--- src/rtl/pipelined_shifter.sv ---
// pipelined_shifter: SW-stage shifter/rotator with valid/ready on both sides.
// Stage i shifts by 2^i when bit i of the shift amount is set, so a full
// shift of 0..WIDTH-1 completes after SW register stages.
//
// Handshake: a transfer happens on a rising edge where valid & ready are both
// high. The pipe has a single global stall (out_valid & ~out_ready); while it
// is high every stage holds and in_ready is low. Outputs only change on an
// edge where no stall is present, so they stay stable under backpressure.
//
// Optional feature macro: PIPELINED_SHIFTER_ROTATE_EN
//   defined     -> mode 2'b11 rotates right
//   not defined -> mode 2'b11 behaves exactly as logical shift right

module pipelined_shifter #(
   parameter int WIDTH = 8,
   parameter int SW    = $clog2(WIDTH)
) (
   input  logic             clk,
   input  logic             rst_n,
   input  logic             flush,
   input  logic             in_valid,
   output logic             in_ready,
   input  logic [WIDTH-1:0] in_data,
   input  logic [SW-1:0]    in_amt,
   input  logic [1:0]       in_mode,
   output logic             out_valid,
   input  logic             out_ready,
   output logic [WIDTH-1:0] out_data,
   output logic             out_zero
);

   localparam logic [1:0] MODE_LSR = 2'b00;
   localparam logic [1:0] MODE_LSL = 2'b01;
   localparam logic [1:0] MODE_ASR = 2'b10;
   localparam logic [1:0] MODE_ROR = 2'b11;

   // One stage worth of shifting by a fixed distance sh (0 < sh < WIDTH).
   // sgn is the MSB of the original operand, used as the ASR fill bit.
   function automatic logic [WIDTH-1:0] shift_step(
      input logic [WIDTH-1:0] x,
      input logic [1:0]       m,
      input logic             sgn,
      input int               sh
   );
      logic [WIDTH-1:0] r;
      logic [WIDTH-1:0] fill;
      fill = {WIDTH{sgn}} << (WIDTH - sh);
      case (m)
         MODE_LSR: r = x >> sh;
         MODE_LSL: r = x << sh;
         MODE_ASR: r = fill | (x >> sh);
         MODE_ROR: begin
`ifdef PIPELINED_SHIFTER_ROTATE_EN
            r = (x >> sh) | (x << (WIDTH - sh));
`else
            r = x >> sh;
`endif
         end
         default:  r = x >> sh;
      endcase
      return r;
   endfunction

   // Stage registers: entry i is the output of stage i.
   logic             v_q [SW];
   logic [WIDTH-1:0] d_q [SW];
   logic [SW-1:0]    a_q [SW];
   logic [1:0]       m_q [SW];
   logic             s_q [SW];
   logic             z_q;

   // Stage inputs (either the block input or the previous stage) and the
   // shifted data each stage will capture.
   logic             src_v [SW];
   logic [WIDTH-1:0] src_d [SW];
   logic [SW-1:0]    src_a [SW];
   logic [1:0]       src_m [SW];
   logic             src_s [SW];
   logic [WIDTH-1:0] nxt_d [SW];

   logic stall;

   assign stall     = v_q[SW-1] & ~out_ready;
   assign in_ready  = ~stall;
   assign out_valid = v_q[SW-1];
   assign out_data  = d_q[SW-1];
   assign out_zero  = z_q;

   for (genvar g = 0; g < SW; g++) begin : g_stage
      if (g == 0) begin : g_first
         // When not stalled in_ready is high, so in_valid alone means a
         // transfer; when stalled the stage holds and ignores this value.
         assign src_v[g] = in_valid;
         assign src_d[g] = in_data;
         assign src_a[g] = in_amt;
         assign src_m[g] = in_mode;
         assign src_s[g] = in_data[WIDTH-1];
      end else begin : g_rest
         assign src_v[g] = v_q[g-1];
         assign src_d[g] = d_q[g-1];
         assign src_a[g] = a_q[g-1];
         assign src_m[g] = m_q[g-1];
         assign src_s[g] = s_q[g-1];
      end
      assign nxt_d[g] = src_a[g][g] ? shift_step(src_d[g], src_m[g], src_s[g], 1 << g)
                                    : src_d[g];
   end

   // Pipeline advance: reset clears everything, flush kills all valid bits
   // (even while stalled), otherwise every stage moves forward unless stalled.
   always_ff @(posedge clk or negedge rst_n) begin
      if (!rst_n) begin
         for (int i = 0; i < SW; i++) begin
            v_q[i] <= 1'b0;
            d_q[i] <= '0;
            a_q[i] <= '0;
            m_q[i] <= '0;
            s_q[i] <= 1'b0;
         end
         z_q <= 1'b0;
      end else if (flush) begin
         for (int i = 0; i < SW; i++) begin
            v_q[i] <= 1'b0;
         end
      end else if (!stall) begin
         for (int i = 0; i < SW; i++) begin
            v_q[i] <= src_v[i];
            d_q[i] <= nxt_d[i];
            a_q[i] <= src_a[i];
            m_q[i] <= src_m[i];
            s_q[i] <= src_s[i];
         end
         z_q <= (nxt_d[SW-1] == '0);
      end
   end

endmodule

--- config.mk ---
export PLATFORM = sky130hd
export DESIGN_NAME = pipelined_shifter
export DESIGN_NICKNAME = d
export VERILOG_FILES = /design/src/rtl/pipelined_shifter.sv
export SDC_FILE = /design/constraint.sdc
export NUM_CORES = 1
export LEC_CHECK = 0
export CAP_MARGIN = 0
export CELL_PAD_IN_SITES_DETAIL_PLACEMENT = 1
export CELL_PAD_IN_SITES_GLOBAL_PLACEMENT = 1
export CORE_MARGIN = 3
export CORE_UTILIZATION = 45
export CTS_CLUSTER_DIAMETER = 200
export DETAILED_ROUTE_END_ITERATION = 10
export DONT_BUFFER_PORTS = 1
export HOLD_SLACK_MARGIN = 0.06
export PLACE_DENSITY_LB_ADDON = 0.1
export RECOVER_POWER = 25
export SETUP_SLACK_MARGIN = 0.2
export SYNTH_ARGS = -nofsm -noshare
export SYNTH_HDL_FRONTEND = slang
export SYNTH_SLANG_ARGS = --single-unit
--- constraint.sdc ---
create_clock -name clk -period 2.3 [get_ports clk]
set_input_delay 0.23 -clock clk [delete_from_list [all_inputs] [get_ports clk]]
set_output_delay 0.23 -clock clk [all_outputs]
set_load 0.02 [all_outputs]
# Yosys cells after proc, flatten, opt, wreduce, memory -nomap -nowiden
# Cells that the tools add are included.
totals:
  wordCells: 46
  reg_bits: 40
classes:
  n_eq_ne: 10
  n_mux: 8
  n_reduce_logical: 8
  bitwise_logic: 7
ops:
  columns: ["op", "n"]
  rows:
  - ["$pmux W8 S3", 3]
  - ["$mux W8", 3]
  - ["$eq A2 B2 Y1 const B", 6]
  - ["$logic_not A8 Y1", 1]
  - ["$or A8 B4 Y8", 1]
  - ["$or A8 B6 Y8", 1]
  - ["$or A8 B7 Y8", 1]
  - ["$eq A2 B1 Y1 const B", 3]
  - ["$logic_not A2 Y1", 3]
  - ["$mux W3", 2]
  - ["$reduce_or A2 Y1", 3]
  - ["$not A1 Y1", 3]
  - ["$ne A2 B2 Y1 const B", 1]
  - ["$reduce_and A2 Y1", 1]
  - ["$and A1 B1 Y1", 1]

# Longest topological paths before layout
# Gate-level depths: netlist of the first run.
depth:
  depth_word: 5
  depth_mapped: 7

# Worst setup path before layout of the first run
# OpenSTA, ideal clock, no wires.
synth_timing:
  path_kind: "reg-to-reg"
  from: "register m_q[2] (netlist name)"
  to: "register z_q, in the netlist out_zero"
  period_less_slack_ns: 1.674
  t_required_ns: 2.197
  setup_slack_ns: 0.626
  path_stages_with_launch: 7
  setup_time_ns: 0.103
  arrival_time_ns: 1.571
  path_cell_list: "dfrtp_1 inv_1 ha_1 o21ba_4 a31oi_1 or3b_1 o41ai_2"
synth_between:
  elab_chain_len: 5
synth_lines:
  columns: ["element", "line", "source"]
  rows:
  - ["start, declared", "68", "logic [1:0] m_q [SW];"]
  - ["start signal, assigned by index", "130", "m_q[i] <= src_m[i];"]
  - ["$eq A2 B2 Y1 / $logic_not A2 Y1 (equally long branches)", "48", "case (m)"]
  - ["$reduce_or A2 Y1 (no source line)", null, null]
  - ["$pmux W8 S3 *", "48", null]
  - ["$mux W8 *", "105", "assign nxt_d[g] = src_a[g][g] ? shift_step(src_d[g], src_m[g], src_s[g], 1 << g)"]
  - ["$logic_not A8 Y1 *", "133", "z_q <= (nxt_d[SW-1] == '0);"]
  - ["end signal, assigned", "133", null]
  - ["end, declared", "70", "logic z_q;"]
# Every way passes the cells marked *; elsewhere a longest branch is shown, timed or not.
# A chain may end at the register's enable or synchronous reset.

# Final worst setup path of the first run
layout_timing:
  from: "register v_q (netlist bit out_valid)"
  to: "register v_q (netlist bit src_v[1])"
layout_between:
  elab_chain_len: 2
layout_lines:
  columns: ["element", "line", "source"]
  rows:
  - ["start, declared", "65", "logic v_q [SW];"]
  - ["start signal, assigned by index", "127", "v_q[i] <= src_v[i];"]
  - ["$and A1 B1 Y1", "83", "assign stall = v_q[SW-1] & ~out_ready;"]
  - ["$ne A2 B2 Y1 (no source line)", null, null]
# Every way passes these cells.

==> impl_metrics.json, run 1 <==
{
  "synth.avg_cell_area_um2": 8.99,
  "dieArea_mm2": 0.00512,
  "routabilityCongestion": 0.800,
  "grt_util_all_layers_pct": 19.0,
  "switching_share_pct": 29.4,
  "synth_fa_ha_area_share_pct": 3.89,
  "synth_compound_area_share_pct": 22.2,
  "cpPeakStageDelay_ns": 0.55,
  "row_count": 23,
  "post-route-drc-count": 0,
  "hold_end": "m_q[5]",
  "drtIter0Drc": 94,
  "path_cells": "nor2b_1 > inv_1 > nand2_1 > a21oi_1 > dlygate4sd3_1",
  "hold_viol": 0,
  "grt_pass1_vias": 1619,
  "synthSimpleGateAreaFrac_pct": 18.5,
  "r2r-end": "src_v[1]",
  "grt_pass1_wl_um": 7510,
  "vdd_drop_max_uv": 405,
  "num_antenna_cells": 0,
  "arrival_ns": 2.13,
  "clockBufferDepth": 2,
  "power_frac_comb_pct": 16.6,
  "synth_area_leaders": "dfrtp_1 (48%), nand2_1 (10%), o21ai_0 (4.7%)",
  "fin_tns_setup_ns": 0,
  "r2r.worst_path.cells": 5,
  "power.internal_mw": 1.31,
  "grt_max_degree": 50,
  "synth_top_family_by_area": "compound AO/OA/AOI/OAI gates",
  "hold_depth": 2,
  "synthesis.instances": 215,
  "power.switching_uw": 545,
  "reg2reg_slack_ns": 0.35,
  "max-slew-margin-rel_pct": 38.9,
  "power_density_mw_per_mm2": 876,
  "yosysTopAreaCellShare_pct": 47.9,
  "start_kind": "register",
  "dp_hpwl_um": 3100,
  "tightest_slew_ns": 0.917,
  "grt_setup_unrepaired": "false",
  "nets": 238,
  "min_period_over_period_pct": 84.6,
  "die_x_um": 71.5,
  "finalSetupViolations": 0,
  "timing.rr.start": "out_valid",
  "synth_xor_area_share_pct": 0,
  "fmax_mhz": 514,
  "finalWorstPathRequiredPeriod_ns": 1.95,
  "synthArstFlopShare_pct": 100,
  "fin_skew_ns": 0.00281,
  "leakagePower_nw": 0.994,
  "synthFlopType": "dfrtp_1",
  "synth_edf_count": 0,
  "crit_type": "reg -> reg",
  "ant_nets": 0,
  "clkPwrFrac_pct": 36.0,
  "ys_ff_latch": 37,
  "cp_max_fo": 5,
  "cp_slowest_cell": "dlygate4sd3_1",
  "synth_nets": 239,
  "synthToLayoutAreaGrowth_pct": 9.71,
  "cts_made_buffers": 5,
  "netlist_area_mm2": 0.00193,
  "synthMuxAreaShare_pct": 0,
  "htree_levels": 2,
  "pwr-share-seq_pct": 47.5,
  "io_pins": 29,
  "clock_latency_ns": 0.29,
  "yosys.cell_count.top_type": "nand2_1",
  "drv_slew": 0,
  "required_ns": 2.48,
  "min_from": "in_mode[1]",
  "start_util_pct": 47.6,
  "post_dp_cell_area_mm2": 0.00191,
  "num_vias": 1526,
  "synthDistinctLibCells": 31,
  "cts_tree": "yes",
  "hold_class": "in -> reg",
  "crit_path_end_kind": "register",
  "clk_pin_slew_ns": 0.07,
  "dr.pass1.iters": 5,
  "wl_per_cell_um": 16.8,
  "fin_area_mm2": 0.00212,
  "die_h_um": 71.5,
  "clock-sinks": 37,
  "vias_per_cell": 5.76,
  "yosys_warnings": 0,
  "drive_above_1_share_pct": 6.98,
  "max-cap-violations": 0,
  "drt_wl_total_um": 4450,
  "synth_seq_area_share_pct": 47.9,
  "status": "completed",
  "synth_largest_area_cell": "dfrtp_1",
  "ys_top_cells_by_count": "nand2_1 (53), dfrtp_1 (37), o21ai_0 (18)",
  "antenna_found_initial": 0,
  "port_buffers": 0,
  "grt_remaining_overflow": 0,
  "coreArea_mm2": 0.00406,
  "cts_setup_buffers": 0,
  "cts.root.buffer_cell": "clkbuf_8"
}
## timing repair
item | 4_1_cts | 5_1_grt
setup endpoints to repair | 0 | 0
endpoints found under the hold margin | 44 | 0
hold buffers | 8 | 0
resized for setup | 0 | 0
## layer usage
layer / part of all wire (%) / GRT usage [%]
met1: 41 / 20.6
met2: 52 / 33.6
met3: 5.8 / 7.01
met4: 2.0 / 7.52
met5: 0 / 0
## critical path: cells and delay by family (launching register included)
kind	cells	cell delay (ns)
DFF	1	0.47
buffers and inverters	2	0.79
AOI/OAI and AO/OA	1	0.06
and+or+nand+nor	2	0.51
## power groups by stage
| stage | clock network [mW] | logic [mW] | registers, mW |
|---|---|---|---|
| 2_1_floorplan | 0 | 0.332 | 0.811 |
| 3_3_place_gp | 0 | 0.268 | 0.888 |
| 3_5_place_dp | 0 | 0.286 | 0.897 |
| 4_1_cts | 0.690 | 0.317 | 0.884 |
| 5_1_grt | 0.707 | 0.353 | 0.899 |
| 6_report | 0.668 | 0.308 | 0.882 |
## registers in the layout, summed over array words and instances, names as in the netlist
name       count
d_q           16
out_data       8
m_q            4
a_q            3
s_q            2
src_v          2
out_valid      1
out_zero       1
## worst max-delay path by stage
stage / start / endpoint / slack (ns)
after floorplan: m_q[2] / out_zero / 0.63
after global placement: m_q[2] / out_zero / 0.53
after detailed placement: out_valid / d_q[14] / 0.43
after CTS: out_valid / src_v[1] / 0.32
after global routing: out_valid / src_v[1] / 0.21
final: out_valid / src_v[1] / 0.35
## area by class of cell
class | instances | area, um2
flip-flops and latches | 37 | 926
clock buffers | 5 | 68.8
inverters | 9 | 33.8
fillers | 472 | 1940
repair buffers | 10 | 103
clock inverters | 3 | 65.1
well taps | 50 | 62.6
multi-input cells | 151 | 861
## through the flow
stage | total power [mW] | setup WS, ns | hold WS [ns] | util [%] | std cells
finish | 1.86 | 0.354 | 0.0733 | 52.2 | 265
global route | 1.96 | 0.206 | 0.0883 | 52.2 | 265
CTS | 1.89 | 0.324 | 0.0606 | 52.6 | 265
detailed placement | 1.18 | 0.426 | -0.0647 | 47.1 | 249
global placement | 1.16 | 0.531 | -0.0648 | 47.1 | 249
floorplan | 1.14 | 0.626 | -0.0656 | - | 215
## placed cells by master (no fill, tap or decap), types with 2 or more instances in the layout
cell / Yosys / layout
bufinv_16: 0 / 2
a31oi_1: 10 / 10
a21oi_1: 4 / 4
a221oi_1: 2 / 2
a222oi_1: 5 / 5
nor2_1: 16 / 16
o21ai_0: 18 / 18
dlygate4sd3_1: 0 / 7
inv_1: 9 / 9
dfrtp_1: 37 / 37
nand2_1: 53 / 53
clkbuf_8: 0 / 5
a22oi_1: 4 / 4
a211oi_1: 6 / 6
ha_1: 6 / 6
a21o_1: 6 / 6
nor2b_1: 7 / 7
## cell families after synthesis
| logic type | Yosys count |
|---|---|
| simple gates | 84 |
| compound gates | 61 |
| flops | 37 |
| buf+inv | 27 |
| fa+ha+maj | 6 |
Note: power is estimated with default switching activity, not from simulation.
==> inputs of run 2 (changes only) <==
==> constraint.sdc (replaced) <==
create_clock -name clk -period 1.98 [get_ports clk]
set_input_delay 0.198 -clock clk [delete_from_list [all_inputs] [get_ports clk]]
set_output_delay 0.198 -clock clk [all_outputs]
set_load 0.02 [all_outputs]
==> impl_metrics.json, run 2 (synthesized netlist as in run 1, its figures left out) <==
{
  "finalWorstPathRequiredPeriod_ns": 1.79,
  "grt_util_all_layers_pct": 19.2,
  "drtIter0Drc": 66,
  "drt_wl_total_um": 4550,
  "layout_commonest_cell": "nand2_1",
  "start_util_pct": 47.6,
  "vias_per_cell": 5.74,
  "grt_pass1_vias": 1618,
  "crit_path_end_kind": "register",
  "die_x_um": 71.5,
  "cts.root.buffer_cell": "clkbuf_8",
  "nets": 241,
  "synthToLayoutAreaGrowth_pct": 10.6,
  "max-slew-margin-rel_pct": 39.4,
  "clockBufferDepth": 2,
  "coreArea_mm2": 0.00406,
  "drive_above_1_share_pct": 10.1,
  "min_period_over_period_pct": 90.5,
  "pre_cts_ws_ns": 0.137,
  "grt_remaining_overflow": 0,
  "total_power_mw": 1.93,
  "dr.pass1.iters": 4,
  "antenna_found_initial": 0,
  "crit_type": "reg -> reg",
  "dieArea_mm2": 0.00512,
  "routabilityCongestion": 0.830,
  "tightest_slew_ns": 0.909,
  "grt_pass1_wl_um": 7670,
  "hold_class": "in -> reg",
  "die_h_um": 71.5,
  "fin_tns_setup_ns": 0,
  "stdcell_count": 268,
  "max-cap-violations": 0,
  "clock-sinks": 37,
  "drv_slew": 0,
  "status": "completed",
  "regMostFlops": "d_q",
  "cts_tree": "yes",
  "required_ns": 2.17,
  "start_kind": "register",
  "clock_latency_ns": 0.28,
  "cts_made_buffers": 5,
  "vdd_drop_max_uv": 341,
  "place_inst": 250,
  "arrival_ns": 1.98,
  "power_density_mw_per_mm2": 902,
  "port_buffers": 0,
  "wl_per_cell_um": 17.0,
  "cp_max_fo": 5,
  "clk_pin_slew_ns": 0.07,
  "fmax_mhz": 558,
  "post-route-drc-count": 0,
  "largest_reg_flops": 16,
  "finalSetupViolations": 0,
  "htree_levels": 2,
  "whs_ns": 0.120,
  "num_antenna_cells": 0,
  "leakagePower_nw": 0.987,
  "ant_nets": 0,
  "fin_skew_ns": 0.00231,
  "num_vias": 1538,
  "worst_slack_ns": 0.188,
  "final_cell_mix": "nand2_1 (53), dfrtp_1 (36), o21ai_0 (18)",
  "row_count": 23,
  "grt_max_degree": 50,
  "io_pins": 29,
  "grt_setup_unrepaired": "true",
  "dp_hpwl_um": 3190,
  "hold_viol": 0
}
-- run 2: cell count changes in the layout (fill, tap and decap cells not counted), sizes merged --
cell / change
clkinv: +1
dlygate4sd3: +1
bufinv: -2
buf: +2
clkbuf: +1
-- run 2: cell type report --
class,count,area (um2)
Inverter,9,33.8
Tap cell,50,62.6
Clock buffer,6,72.6
Multi-Input combinational cell,151,902
Sequential cell,37,927
Clock inverter,2,10.0
Timing Repair Buffer,13,128
Fill cell,472,1920
-- run 2: power by group --
part           internal, mW  switching [mW]  total, mW
Clock                 0.244           0.258      0.501
Sequential            0.867           0.166       1.03
Combinational         0.176           0.217      0.393
-- run 2: worst paths after layout --
path | endpoint | startpoint | cells past startpoint | slack, ns
max reg2reg | out_zero | m_q[2] | 6 | 0.19
min reg2reg | a_q[5] | a_q[8] | 2 | 0.51
max in group asynchronous | a_q[5] | rst_n | 2 | 0.77
max | out_zero | m_q[2] | 6 | 0.19
min in group asynchronous | a_q[5] | rst_n | 2 | 0.60
min | d_q[21] | in_data[6] | 2 | 0.12
-- run 2: per-layer routing --
metal  GRT usage (%)  vias up  wire length (um)
li1                -      743                 -
met1            22.7      737              1900
met2            33.0       46              2280
met3            4.21       12               225
met4            8.98        0               136
met5               0        -                 0
-- run 2: what timing repair did --
action | in CTS | in global routing
setup buffers | 1 | 0
hold endpoints to repair | 45 | 0
endpoints found under the setup margin | 1 | 9
pin swaps | 1 | 0
hold buffers | 9 | 0
resized for setup | 2 | 6
-- run 2: worst max-delay path, cell delays in order, from the launching register on --
cell and delay [ns]:
dfrtp_1 0.36, inv_1 0.07, ha_1 0.30, o21ba_4 0.23, a31oi_4 0.16, or3b_1 0.38, o41ai_2 0.19
-- run 2: per-stage QoR --
step	util [%]	cell area [um2]
2_1_floorplan	-	1930
3_5_place_dp	47.3	1920
6_report	52.6	2140
4_1_cts	52.3	2120
5_1_grt	52.6	2140
3_3_place_gp	47.3	1920
